==> src/rtl/instr_ctrl_unit.sv <==
`default_nettype none
// ============================================================================
// Module      : instr_ctrl_unit
// Description : Multi-cycle fetch/decode/control sequencer for an 8x8 register
//               file plus ALU datapath. Fetches 32-bit instructions over a
//               valid handshake, holds the PC, decodes register addresses,
//               write enable, ALU operation and operand-mux selects, and
//               resolves jumps and branches using the ALU zero flag.
//
// Ports       : CLK          rising-edge clock
//               RESET        synchronous active-high reset
//               INSTR        instruction word from instruction memory
//               INSTR_VALID  INSTR valid (only looked at in FETCH)
//               ZERO         ALU zero flag (captured at the end of EXEC)
//               INSTR_REQ    fetch request, high throughout FETCH
//               PC           byte address of the current instruction
//               INADDRESS    register-file write address
//               OUT1ADDRESS  register-file read port 1 address (rt)
//               OUT2ADDRESS  register-file read port 2 address (rs)
//               WRITE        register-file write enable, one-cycle pulse in WB
//               ALUOP        000 FWD, 001 ADD, 010 AND, 011 OR
//               IMMEDIATE    8-bit immediate operand
//               IMM_SEL      ALU operand 2 taken from IMMEDIATE
//               NEG_SEL      ALU operand 2 two's-complement negated
//               ILLEGAL      sticky undefined-opcode flag
//
// Revision    : 1.0 - initial release
// ============================================================================
module instr_ctrl_unit (
    input  logic        CLK,
    input  logic        RESET,
    input  logic [31:0] INSTR,
    input  logic        INSTR_VALID,
    input  logic        ZERO,
    output logic        INSTR_REQ,
    output logic [31:0] PC,
    output logic [2:0]  INADDRESS,
    output logic [2:0]  OUT1ADDRESS,
    output logic [2:0]  OUT2ADDRESS,
    output logic        WRITE,
    output logic [2:0]  ALUOP,
    output logic [7:0]  IMMEDIATE,
    output logic        IMM_SEL,
    output logic        NEG_SEL,
    output logic        ILLEGAL
);

    localparam logic [7:0] OP_LOADI = 8'h00;
    localparam logic [7:0] OP_MOV   = 8'h01;
    localparam logic [7:0] OP_ADD   = 8'h02;
    localparam logic [7:0] OP_SUB   = 8'h03;
    localparam logic [7:0] OP_AND   = 8'h04;
    localparam logic [7:0] OP_OR    = 8'h05;
    localparam logic [7:0] OP_J     = 8'h06;
    localparam logic [7:0] OP_BEQ   = 8'h07;

    localparam logic [2:0] ALU_FWD  = 3'b000;
    localparam logic [2:0] ALU_ADD  = 3'b001;
    localparam logic [2:0] ALU_AND  = 3'b010;
    localparam logic [2:0] ALU_OR   = 3'b011;

    typedef enum logic [2:0] {
        S_RST    = 3'd0,
        S_FETCH  = 3'd1,
        S_DECODE = 3'd2,
        S_EXEC   = 3'd3,
        S_WB     = 3'd4
    } state_t;

    state_t      state_q, state_d;

    logic [7:0]  op_q;        // opcode of the instruction in flight
    logic [7:0]  off_q;       // signed word offset for j/beq
    logic        wr_en_q;     // instruction in flight writes the register file
    logic        zero_q;      // ZERO captured at the EXEC->WB edge
    logic        instr_req_q;
    logic        write_q;
    logic        illegal_q;
    logic [31:0] pc_q;
    logic [2:0]  in_addr_q, out1_addr_q, out2_addr_q, aluop_q;
    logic [7:0]  imm_q;
    logic        imm_sel_q, neg_sel_q;

    // Decode of the incoming word; only consumed on the FETCH->DECODE edge.
    logic [2:0]  dec_aluop;
    logic        dec_imm_sel, dec_neg_sel, dec_write, dec_illegal;

    logic [31:0] pc_plus4, pc_branch, pc_d;
    logic        take_branch;

    // Bits [15:11] of the source-1 field are not part of any register address.
    logic        unused_instr_bits;
    assign unused_instr_bits = ^INSTR[15:11];

    // ------------------------------------------------------------------------
    // Next-state logic
    // ------------------------------------------------------------------------
    always_comb begin
        state_d = state_q;
        case (state_q)
            S_RST:    state_d = S_FETCH;
            S_FETCH:  if (INSTR_VALID) state_d = S_DECODE;
            S_DECODE: state_d = S_EXEC;
            S_EXEC:   state_d = S_WB;
            S_WB:     state_d = S_FETCH;
            default:  state_d = S_RST;
        endcase
    end

    // ------------------------------------------------------------------------
    // Opcode decode
    // ------------------------------------------------------------------------
    always_comb begin
        dec_aluop   = ALU_FWD;
        dec_imm_sel = 1'b0;
        dec_neg_sel = 1'b0;
        dec_write   = 1'b0;
        dec_illegal = 1'b0;
        case (INSTR[31:24])
            OP_LOADI: begin dec_imm_sel = 1'b1; dec_write = 1'b1; end
            OP_MOV:   begin dec_write = 1'b1; end
            OP_ADD:   begin dec_aluop = ALU_ADD; dec_write = 1'b1; end
            OP_SUB:   begin dec_aluop = ALU_ADD; dec_neg_sel = 1'b1; dec_write = 1'b1; end
            OP_AND:   begin dec_aluop = ALU_AND; dec_write = 1'b1; end
            OP_OR:    begin dec_aluop = ALU_OR;  dec_write = 1'b1; end
            OP_J:     begin end
            // beq compares rt and rs by subtracting them in the ALU
            OP_BEQ:   begin dec_aluop = ALU_ADD; dec_neg_sel = 1'b1; end
            default:  begin dec_illegal = 1'b1; end
        endcase
    end

    // ------------------------------------------------------------------------
    // PC update: offset is in words, so sign-extend and scale by 4.
    // ------------------------------------------------------------------------
    assign pc_plus4    = pc_q + 32'd4;
    assign pc_branch   = pc_plus4 + {{22{off_q[7]}}, off_q, 2'b00};
    assign take_branch = (op_q == OP_J) || ((op_q == OP_BEQ) && zero_q);
    assign pc_d        = take_branch ? pc_branch : pc_plus4;

    // ------------------------------------------------------------------------
    // State and output registers
    // ------------------------------------------------------------------------
    always_ff @(posedge CLK) begin
        if (RESET) begin
            state_q     <= S_RST;
            op_q        <= 8'h00;
            off_q       <= 8'h00;
            wr_en_q     <= 1'b0;
            zero_q      <= 1'b0;
            instr_req_q <= 1'b0;
            write_q     <= 1'b0;
            illegal_q   <= 1'b0;
            pc_q        <= 32'h0;
            in_addr_q   <= 3'd0;
            out1_addr_q <= 3'd0;
            out2_addr_q <= 3'd0;
            aluop_q     <= ALU_FWD;
            imm_q       <= 8'h00;
            imm_sel_q   <= 1'b0;
            neg_sel_q   <= 1'b0;
        end else begin
            state_q     <= state_d;
            // Registered from the next state so the request is high for
            // exactly the cycles spent in FETCH.
            instr_req_q <= (state_d == S_FETCH);
            // Pulse lands in WB only for register-writing instructions.
            write_q     <= (state_q == S_EXEC) && wr_en_q;

            if ((state_q == S_FETCH) && INSTR_VALID) begin
                op_q        <= INSTR[31:24];
                off_q       <= INSTR[23:16];
                in_addr_q   <= INSTR[18:16];
                out1_addr_q <= INSTR[10:8];
                out2_addr_q <= INSTR[2:0];
                imm_q       <= INSTR[7:0];
                aluop_q     <= dec_aluop;
                imm_sel_q   <= dec_imm_sel;
                neg_sel_q   <= dec_neg_sel;
                wr_en_q     <= dec_write;
                if (dec_illegal) begin
                    illegal_q <= 1'b1;
                end
            end

            if (state_q == S_EXEC) begin
                zero_q <= ZERO;
            end

            if (state_q == S_WB) begin
                pc_q <= pc_d;
            end
        end
    end

    assign INSTR_REQ   = instr_req_q;
    assign PC          = pc_q;
    assign INADDRESS   = in_addr_q;
    assign OUT1ADDRESS = out1_addr_q;
    assign OUT2ADDRESS = out2_addr_q;
    assign WRITE       = write_q;
    assign ALUOP       = aluop_q;
    assign IMMEDIATE   = imm_q;
    assign IMM_SEL     = imm_sel_q;
    assign NEG_SEL     = neg_sel_q;
    assign ILLEGAL     = illegal_q;

endmodule
`default_nettype wire

==> config.mk <==
export PLATFORM = sky130hd
export DESIGN_NAME = instr_ctrl_unit
export DESIGN_NICKNAME = d
export VERILOG_FILES = /design/src/rtl/instr_ctrl_unit.sv
export SDC_FILE = /design/constraint.sdc
export NUM_CORES = 1
export LEC_CHECK = 0
export CORE_ASPECT_RATIO = 0.9
export CORE_UTILIZATION = 65
export CTS_CLUSTER_SIZE = 16
export DETAILED_ROUTE_END_ITERATION = 8
export DONT_BUFFER_PORTS = 1
export MAX_ROUTING_LAYER = met4
export PLACE_DENSITY = 0.81
export SYNTH_ARGS = -nofsm -noshare
export SYNTH_HDL_FRONTEND = slang
export SYNTH_SLANG_ARGS = --single-unit
==> constraint.sdc <==
create_clock -name CLK -period 4.2 [get_ports CLK]
set_clock_uncertainty 0.2 [all_clocks]
set_input_delay 0.84 -clock CLK [delete_from_list [all_inputs] [get_ports CLK]]
set_output_delay 0.84 -clock CLK [all_outputs]
set_load 0.01 [all_outputs]
### Word-level counts from Yosys, hierarchy flattened

Cells that the tools add are included.

* input port bits: 36
* logic and storage cells: 52
* memories: 0
* memory bits (writable): 0
* output and inout bits: 57
* bits in latches: 0
* bits in registers: 78
* memory bits (read-only): 0

* shifts and indexed selects: 0
* div/mod/pow operators: 0
* reductions and logical operators: 12
* multipliers: 0
* equal/unequal tests: 14
* $lt $le $gt $ge: 0
* mux-type cells: 7
* add/subtract/negate cells: 2
* bitwise gates (word level): 1

Operators by type and width (number)
* 8-bit by 3-bit == test with 1-bit output (second input constant): 6
* 32-bit by 3-bit adder with 32-bit output (second input constant): 1
* 32-bit adder: 1
* 32-bit two-way mux: 1
* 8-bit by 2-bit == test with 1-bit output (second input constant): 2
* 3-bit one-hot mux with 4 select lines: 1
* 8-bit by 1-bit == test with 1-bit output (second input constant): 1
* 8-bit logical NOT: 1
* 8-bit OR reduction: 1
* 3-bit by 1-bit == test with 1-bit output (second input constant): 2
* 3-bit by 2-bit == test with 1-bit output (second input constant): 2
* 2-bit one-hot mux with 3 select lines: 1
* 6-bit OR reduction: 1
* 2-bit OR reduction: 2
* 3-bit == test (second input constant): 1
* 1-bit logical AND: 3
* 3-bit logical NOT: 1
* 1-bit two-way mux: 3
* 3-bit two-way mux: 1
* 3-bit OR reduction: 1
* 2-bit AND reduction: 1
* 1-bit logical OR: 1
* 1-bit NOT: 1

### Longest topological paths before layout

Gate-level depths: netlist of the first run.

* depth after elaboration: 4
* mapped depth: 16
* depth with buffers taken out: 15

### Least setup slack after synthesis of the first run

Ideal clock, no wire load.

* path kind: register to register
* start point: register pc_q[4], in the netlist PC[4]
* end point: register pc_q[24], in the netlist PC[24]
* arrival time: 3357 ps
* data required time: 3872 ps
* slack: 516 ps
* setup time: 128 ps
* stages on the path, launching flop included: 16
* buffers on the path: 1
* clock period less this slack: 3684 ps
* cell sequence: dfxtp_1 > and4_1 > buf_6 > nand3_1 > nor2_1 > nand2_1 > xnor2_1 > ha_1 > and4_1 > and3_1 > a221o_1 > nor4_1 > nor2_1 > xnor2_1 > a221oi_1 > nor2_1

* longest elaborated chain between the ends: 3

RTL lines
* start: declaration: RTL line 79 `logic [31:0] pc_q;`
* start signal: assignment: RTL line 191 `pc_q <= pc_d;`
* 32-bit by 3-bit adder with 32-bit output (*): RTL line 136 `assign pc_plus4 = pc_q + 32'd4;`
* 32-bit adder: RTL line 137 `assign pc_branch = pc_plus4 + {{22{off_q[7]}}, off_q, 2'b00};`
* 32-bit two-way mux (*): RTL line 139 `assign pc_d = take_branch ? pc_branch : pc_plus4;`

Every way passes the cells marked *; elsewhere a longest branch is shown, timed or not.
A chain may end at the register's enable or synchronous reset.

### Final worst setup path of the first run

* start point: register pc_q[7], in the netlist PC[7]
* end point: register pc_q[28], in the netlist PC[28]

Same word-level chain as after synthesis.

==> impl_metrics.ini, run 1 <==
[run_status]
outcome = completed

[yosys]
synth_area_leaders = sky130_fd_sc_hd__dfxtp_1, sky130_fd_sc_hd__nand2_1, sky130_fd_sc_hd__ha_1
synth_async_sr_flop_share = 0
synth_edf_count = 0
postSynthCellCount = 700
synth.ff_latch_count = 69
synth.avg_cell_area_um2 = 7.454
synth_area_leader_cell = sky130_fd_sc_hd__dfxtp_1
synth-warning-count = 0
ys_types = 74
synthDominantCellAreaShare = 0.2647
syn_area_mm2 = 0.005218
synth_ff_type = sky130_fd_sc_hd__dfxtp_1
synth.yosys.seq_area_share = 0.2647

[timing]
post-route-period-util = 0.9273
slew_at_the_pin_with_the_worst_max_slew_slack_ns = 1.156
aggregate_negative_setup_slack_ns = 0
holdWs_ns = 0.2506
finalSetupViolCount = 0
relSlewSlack = 0.2274
period_minus_slack_ns = 3.895
final_hold_viol_count = 0
timing.final.max_slew_violations = 0
rsz_0062_raised_after_global_routing = false
max_clock_freq_ghz = 0.2568

[drt]
post_drt_via_cell_ratio = 6.445
avgRoutedWirePerCell_um = 17.78
postRouteWirelength_mm = 14.29
remaining_drc_errors = 0
drt_first_iter_violations = 573
dr_total_vias = 5182
number_of_iterations_in_the_first_detailed_routing_pass = 5
drt.antenna.violating_nets = 0

[placement]
port_buffers = 0
dp.final_hpwl_mm = 10.17
gp_congestion = 0.9502

[layout]
commonest_non_fill_non_tap_cell_in_the_layout = sky130_fd_sc_hd__nand2_1
n_fill_cell = 619
final_nets = 777
layout.cells.most_common_list = sky130_fd_sc_hd__nand2_1, sky130_fd_sc_hd__a21oi_1, sky130_fd_sc_hd__dfxtp_1
layout_cell_share_with_drive_strength_beyond_1 = 0.09322
areaGrowthSynthToFinish_pct = 6.547
antennaDiodeCount = 0

[die]
ioPinCount = 93
std_cell_rows = 30
design.core.area_mm2 = 0.007657
start_util = 0.6814
die_area_mm2 = 0.008390
die_h_um = 87.00
die_width_um = 96.44

[hold_path]
hold_path.class = reg2reg

[grt]
grt_antenna_before_repair = 0
vias_in_the_first_global_route = 4743
grt_pass1_wl_mm = 22.76
gr-usage-all-layers = 0.3595
globalRouteOverflowTotal = 0
grt_start_max_net_pins = 64

[clocking]
cts-root-buf = sky130_fd_sc_hd__clkbuf_8
cts_tree = done
path_clk_slew_ns = 0.09
total_clock_sinks = 69
cts_buffers = 9
max-clock-path-buffers = 2
clock_insertion_delay_worst_skew_ns = 0.36
ctsHoldBuffers = 0
ctsHtreeMaxLevel = 3

[run]
max-cap-violations = 0

[pwr]
irDropWorstVdd_v = 0.0002847
powerDensity_mw_per_mm2 = 249.4
leakage_power_of_the_design_nw = 2.213

[critical_path]
timing.critical_path.buf_inv = 2
crit_path_end_kind = flip-flop
critical-path-top-cell-by-count = sky130_fd_sc_hd__a21oi_1
crit_type = reg2reg
critical_path.slowest_cell = sky130_fd_sc_hd__nor4_2
worst_ep_arrival_time_ns = 3.95
timing.critical_path.slowest_cell_delay_ns = 0.38
startpoint_type = flip-flop
path_cells = and4_2 > nand3_1 > nor2_2 > buf_4 > and3_1 > and3_1 > xor2_1 > ha_1 > a21oi_1 > o21ai_1 > nor4_2 > buf_4 > o41ai_1 > a21oi_1 > xor2_1 > a21oi_1
critical_path_required_ns = 4.26
path_max_fanout = 5
timing.critical_path.max_delay_family = simple AND/OR/NAND/NOR gates
## sequential cells by signal, indices dropped and copies added, names as in the netlist
| name | cells |
|---|---|
| ALUOP | 2 |
| INSTR_REQ | 1 |
| ILLEGAL | 1 |
| op_q | 8 |
| IMM_SEL | 1 |
| off_q | 8 |
| PC | 30 |
| wr_en_q | 1 |
| zero_q | 1 |
| WRITE | 1 |
| state_q | 3 |
| OUT2ADDRESS | 2 |
| NEG_SEL | 1 |
| OUT1ADDRESS | 3 |
| IMMEDIATE | 6 |
## worst paths after layout
kind | startpoint | to | slack [ns] | depth (start not counted)
setup / recovery | PC[7]$_SDFFE_PP0P_ | PC[28]$_SDFFE_PP0P_ | 0.31 | 16
hold / removal | op_q[3]$_SDFFE_PP0P_ | op_q[3]$_SDFFE_PP0P_ | 0.25 | 2
hold reg to reg | op_q[3]$_SDFFE_PP0P_ | op_q[3]$_SDFFE_PP0P_ | 0.25 | 2
setup reg to reg | PC[7]$_SDFFE_PP0P_ | PC[28]$_SDFFE_PP0P_ | 0.31 | 16
## layer usage
layer  GRT usage  wire length [um]
met5           -                 0
met3     0.08115              1438
met4     0.08957               191
met1      0.4625              6023
met2      0.5711              6639
## area by class of cell
cell class / count / area (um^2) / area share
multi-input combinational: 580 / 3587 / 0.6453
sequential: 69 / 1383 / 0.2487
timing repair buffer: 29 / 217.7 / 0.03916
clock buffer: 10 / 127.6 / 0.02296
tap: 96 / 120.1 / 0.02161
clock inverter: 6 / 70.07 / 0.01260
inverter: 14 / 53.80 / 0.009678
## power by group
part | leakage, nW | internal, W | switching (W)
sequential | 0.560 | 0.000672 | 0.0000231
clock | 0.0895 | 0.000279 | 0.000292
combinational | 1.56 | 0.0000438 | 0.0000770
total | 2.21 | 0.000995 | 0.000392
## worst min-delay path: cells and delay by family, from the launching register on
family | cells | cell delay [ns]
simple gates | 1 | 0.05
compound gates | 1 | 0.05
flops | 1 | 0.31
## per-stage QoR
step                      std cells  cell area (um^2)  setup WS, ns    util   power, W
after global placement          787              5343        0.3560  0.6977  0.0008223
after floorplan                 702              5225        0.5157       -  0.0008149
final                           804              5559        0.3053  0.7260   0.001386
after global routing            804              5559      0.007911  0.7260   0.001431
after detailed placement        787              5343        0.2164  0.6977  0.0008277
after CTS                       803              5540        0.1908  0.7235   0.001385
## kinds of logic (layout without fill, tap and decap cells)
group	count (synthesis)	in the layout	share of synthesized area
fa+ha+maj	38	38	0.09257
compound gates	193	193	0.2273
flops	69	69	0.2647
other cells	1	3	0.0007187
xor+xnor	49	49	0.08225
simple gates	290	290	0.2662
buf+inv	53	59	0.05228
mux	7	7	0.01391
## Yosys cell counts (3+ instances only)
| library cell | count |
|---|---|
| sky130_fd_sc_hd__and3_1 | 8 |
| sky130_fd_sc_hd__o41ai_1 | 3 |
| sky130_fd_sc_hd__mux2i_1 | 5 |
| sky130_fd_sc_hd__xor2_1 | 18 |
| sky130_fd_sc_hd__o21bai_1 | 4 |
| sky130_fd_sc_hd__ha_1 | 37 |
| sky130_fd_sc_hd__o31ai_1 | 3 |
| sky130_fd_sc_hd__inv_1 | 12 |
| sky130_fd_sc_hd__a211oi_1 | 7 |
| sky130_fd_sc_hd__nand4_1 | 10 |
| sky130_fd_sc_hd__a311oi_1 | 3 |
| sky130_fd_sc_hd__dfxtp_1 | 69 |
| sky130_fd_sc_hd__nor4_1 | 7 |
| sky130_fd_sc_hd__o21ai_0 | 28 |
| sky130_fd_sc_hd__buf_4 | 10 |
| sky130_fd_sc_hd__nand2_1 | 124 |
| sky130_fd_sc_hd__o211ai_1 | 3 |
| sky130_fd_sc_hd__nor3_1 | 22 |
| sky130_fd_sc_hd__clkbuf_1 | 20 |
| sky130_fd_sc_hd__buf_1 | 5 |
| sky130_fd_sc_hd__a31oi_1 | 9 |
| sky130_fd_sc_hd__a21oi_1 | 91 |
| sky130_fd_sc_hd__nor2b_1 | 6 |
| sky130_fd_sc_hd__nor2_1 | 56 |
| sky130_fd_sc_hd__xnor2_1 | 31 |
| sky130_fd_sc_hd__a22oi_1 | 3 |
| sky130_fd_sc_hd__nand3_1 | 25 |
| sky130_fd_sc_hd__and2_1 | 7 |
| sky130_fd_sc_hd__o221ai_1 | 7 |
| sky130_fd_sc_hd__a21o_1 | 8 |
| sky130_fd_sc_hd__and4_1 | 5 |
## timing repair
item                                    4_1_cts  5_1_grt
buffers inserted                              0        1
gates resized for setup                       0        4
endpoints found under the setup margin        0        4
(Power assumes the default switching activity.)
==> inputs of run 2 (changes only) <==
Settings changed: RECOVER_POWER from default to 100, TNS_END_PERCENT from default to 1.
==> impl_metrics.ini, run 2 (synthesis results as in run 1) <==
[critical_path]
path_max_fanout = 7
rr_worst_depth = 13
rr_startpoint = PC[10]$_SDFFE_PP0P_
crit_end = PC[24]$_SDFFE_PP0P_
crit_type = reg2reg
worst_ep_arrival_time_ns = 4.01
r2r-end = PC[24]$_SDFFE_PP0P_
crit_path_end_kind = flip-flop
rrSetupSlack_ns = 0.24
startpoint_type = flip-flop
worstSetupStartpoint = PC[10]$_SDFFE_PP0P_
critical_path_required_ns = 4.25

[drt]
drt_first_iter_violations = 532
postRouteWirelength_mm = 14.23
remaining_drc_errors = 0
number_of_iterations_in_the_first_detailed_routing_pass = 5
post_drt_via_cell_ratio = 6.478
drt.antenna.violating_nets = 0
dr_total_vias = 5208
avgRoutedWirePerCell_um = 17.70

[clocking]
total_clock_sinks = 69
cts_tree = done
clock_insertion_delay_worst_skew_ns = 0.36
cts_buffers = 9
ctsHtreeMaxLevel = 3
max-clock-path-buffers = 2
cts-root-buf = sky130_fd_sc_hd__clkbuf_8
ctsHoldBuffers = 0
path_clk_slew_ns = 0.09

[timing]
aggregate_negative_setup_slack_ns = 0
period_minus_slack_ns = 3.960
timing.final.max_slew_violations = 0
setup_ws_ns = 0.2398
post-route-period-util = 0.9429
relSlewSlack = 0.04192
finalSetupViolCount = 0
rsz_0062_raised_after_global_routing = false
slew_at_the_pin_with_the_worst_max_slew_slack_ns = 1.436
final_hold_viol_count = 0
max_clock_freq_ghz = 0.2525

[placement]
dp.final_hpwl_mm = 10.17
port_buffers = 0
gp_congestion = 0.9502
post-place-ws_ns = 0.2164

[pwr]
powerDensity_mw_per_mm2 = 253.0
leakage_power_of_the_design_nw = 2.130
irDropWorstVdd_v = 0.0002844

[die]
die_width_um = 96.44
start_util = 0.6814
die_h_um = 87.00
die_area_mm2 = 0.008390
ioPinCount = 93
std_cell_rows = 30
design.core.area_mm2 = 0.007657

[grt]
vias_in_the_first_global_route = 4743
grt_pass1_wl_mm = 22.76
gr-usage-all-layers = 0.3595
grt_antenna_before_repair = 0
globalRouteOverflowTotal = 0
grt_start_max_net_pins = 64

[layout]
largest_reg_flops = 30
antennaDiodeCount = 0
areaGrowthSynthToFinish_pct = 4.988
layout.cells.most_common_list = sky130_fd_sc_hd__nand2_1, sky130_fd_sc_hd__a21oi_1, sky130_fd_sc_hd__dfxtp_1
commonest_non_fill_non_tap_cell_in_the_layout = sky130_fd_sc_hd__nand2_1
layout_cell_share_with_drive_strength_beyond_1 = 0.06073
final_nets = 777
share_of_the_core_filled_with_cells = 0.7154

[hold_path]
hold_path.class = reg2reg

[run]
max-cap-violations = 0

[run_status]
outcome = completed
==> run 2: worst min-delay path by stage <==
stage,start,end,slack [ns],cells after the start
after floorplan,wr_en_q$_SDFFE_PP0P_,WRITE$_SDFF_PP0_,0.23,1
after detailed placement,op_q[1]$_SDFFE_PP0P_,op_q[1]$_SDFFE_PP0P_,0.24,2
after CTS,op_q[1]$_SDFFE_PP0P_,op_q[1]$_SDFFE_PP0P_,0.25,2
after global placement,op_q[4]$_SDFFE_PP0P_,op_q[4]$_SDFFE_PP0P_,0.24,2
after global routing,off_q[6]$_SDFFE_PP0P_,off_q[6]$_SDFFE_PP0P_,0.28,2
final,op_q[1]$_SDFFE_PP0P_,op_q[1]$_SDFFE_PP0P_,0.25,2
==> run 2: layout make-up <==
cell class                 count  area [um^2]
sequential                    69         1383
inverter                      14        53.80
fill                         635         2180
clock buffer                  10        127.6
multi-input combinational    580         3581
tap                           96        120.1
timing repair buffer          29        142.6
clock inverter                 6        70.07
==> run 2: worst max-delay path, cell delays in order, from the launching register on <==
cell	delay (ns)
sky130_fd_sc_hd__dfxtp_1	0.49
sky130_fd_sc_hd__and3_1	0.30
sky130_fd_sc_hd__and4_1	0.33
sky130_fd_sc_hd__and3_1	0.24
sky130_fd_sc_hd__xor2_1	0.16
sky130_fd_sc_hd__ha_1	0.30
sky130_fd_sc_hd__and4_1	0.25
sky130_fd_sc_hd__and3_1	0.18
sky130_fd_sc_hd__a221o_1	0.37
sky130_fd_sc_hd__nor4_2	0.32
sky130_fd_sc_hd__nor2_1	0.12
sky130_fd_sc_hd__xnor2_1	0.17
sky130_fd_sc_hd__a221oi_1	0.33
sky130_fd_sc_hd__nor2_1	0.08
==> run 2: timing repair <==
action,in CTS,in global routing
setup endpoints to repair,0,4
setup buffers,0,1
resized for setup,0,4
==> run 2: power breakdown <==
part           switching, W  internal, W  leakage (nW)  total, W
Combinational     0.0000771    0.0000433          1.48  0.000120
Sequential        0.0000230     0.000672         0.560  0.000695
Clock              0.000291     0.000279        0.0895  0.000570
==> run 2: per-layer routing <==
layer  track usage  up-vias  wire length, um
li1              -     2514                -
met1        0.4625     2414             6028
met2        0.5711      247             6527
met3       0.08115       33             1407
met4       0.08957        0              264
met5             -        -                0
==> run 2: through the flow <==
stage	power (W)	instances	hold WS [ns]	instance area (um^2)
finish	0.001386	804	0.2506	5478
global route	0.001431	804	0.2774	5478
CTS	0.001385	803	0.2524	5540
detailed placement	0.0008277	787	0.2431	5343
global placement	0.0008223	787	0.2359	5343
floorplan	0.0008149	702	0.2301	5225
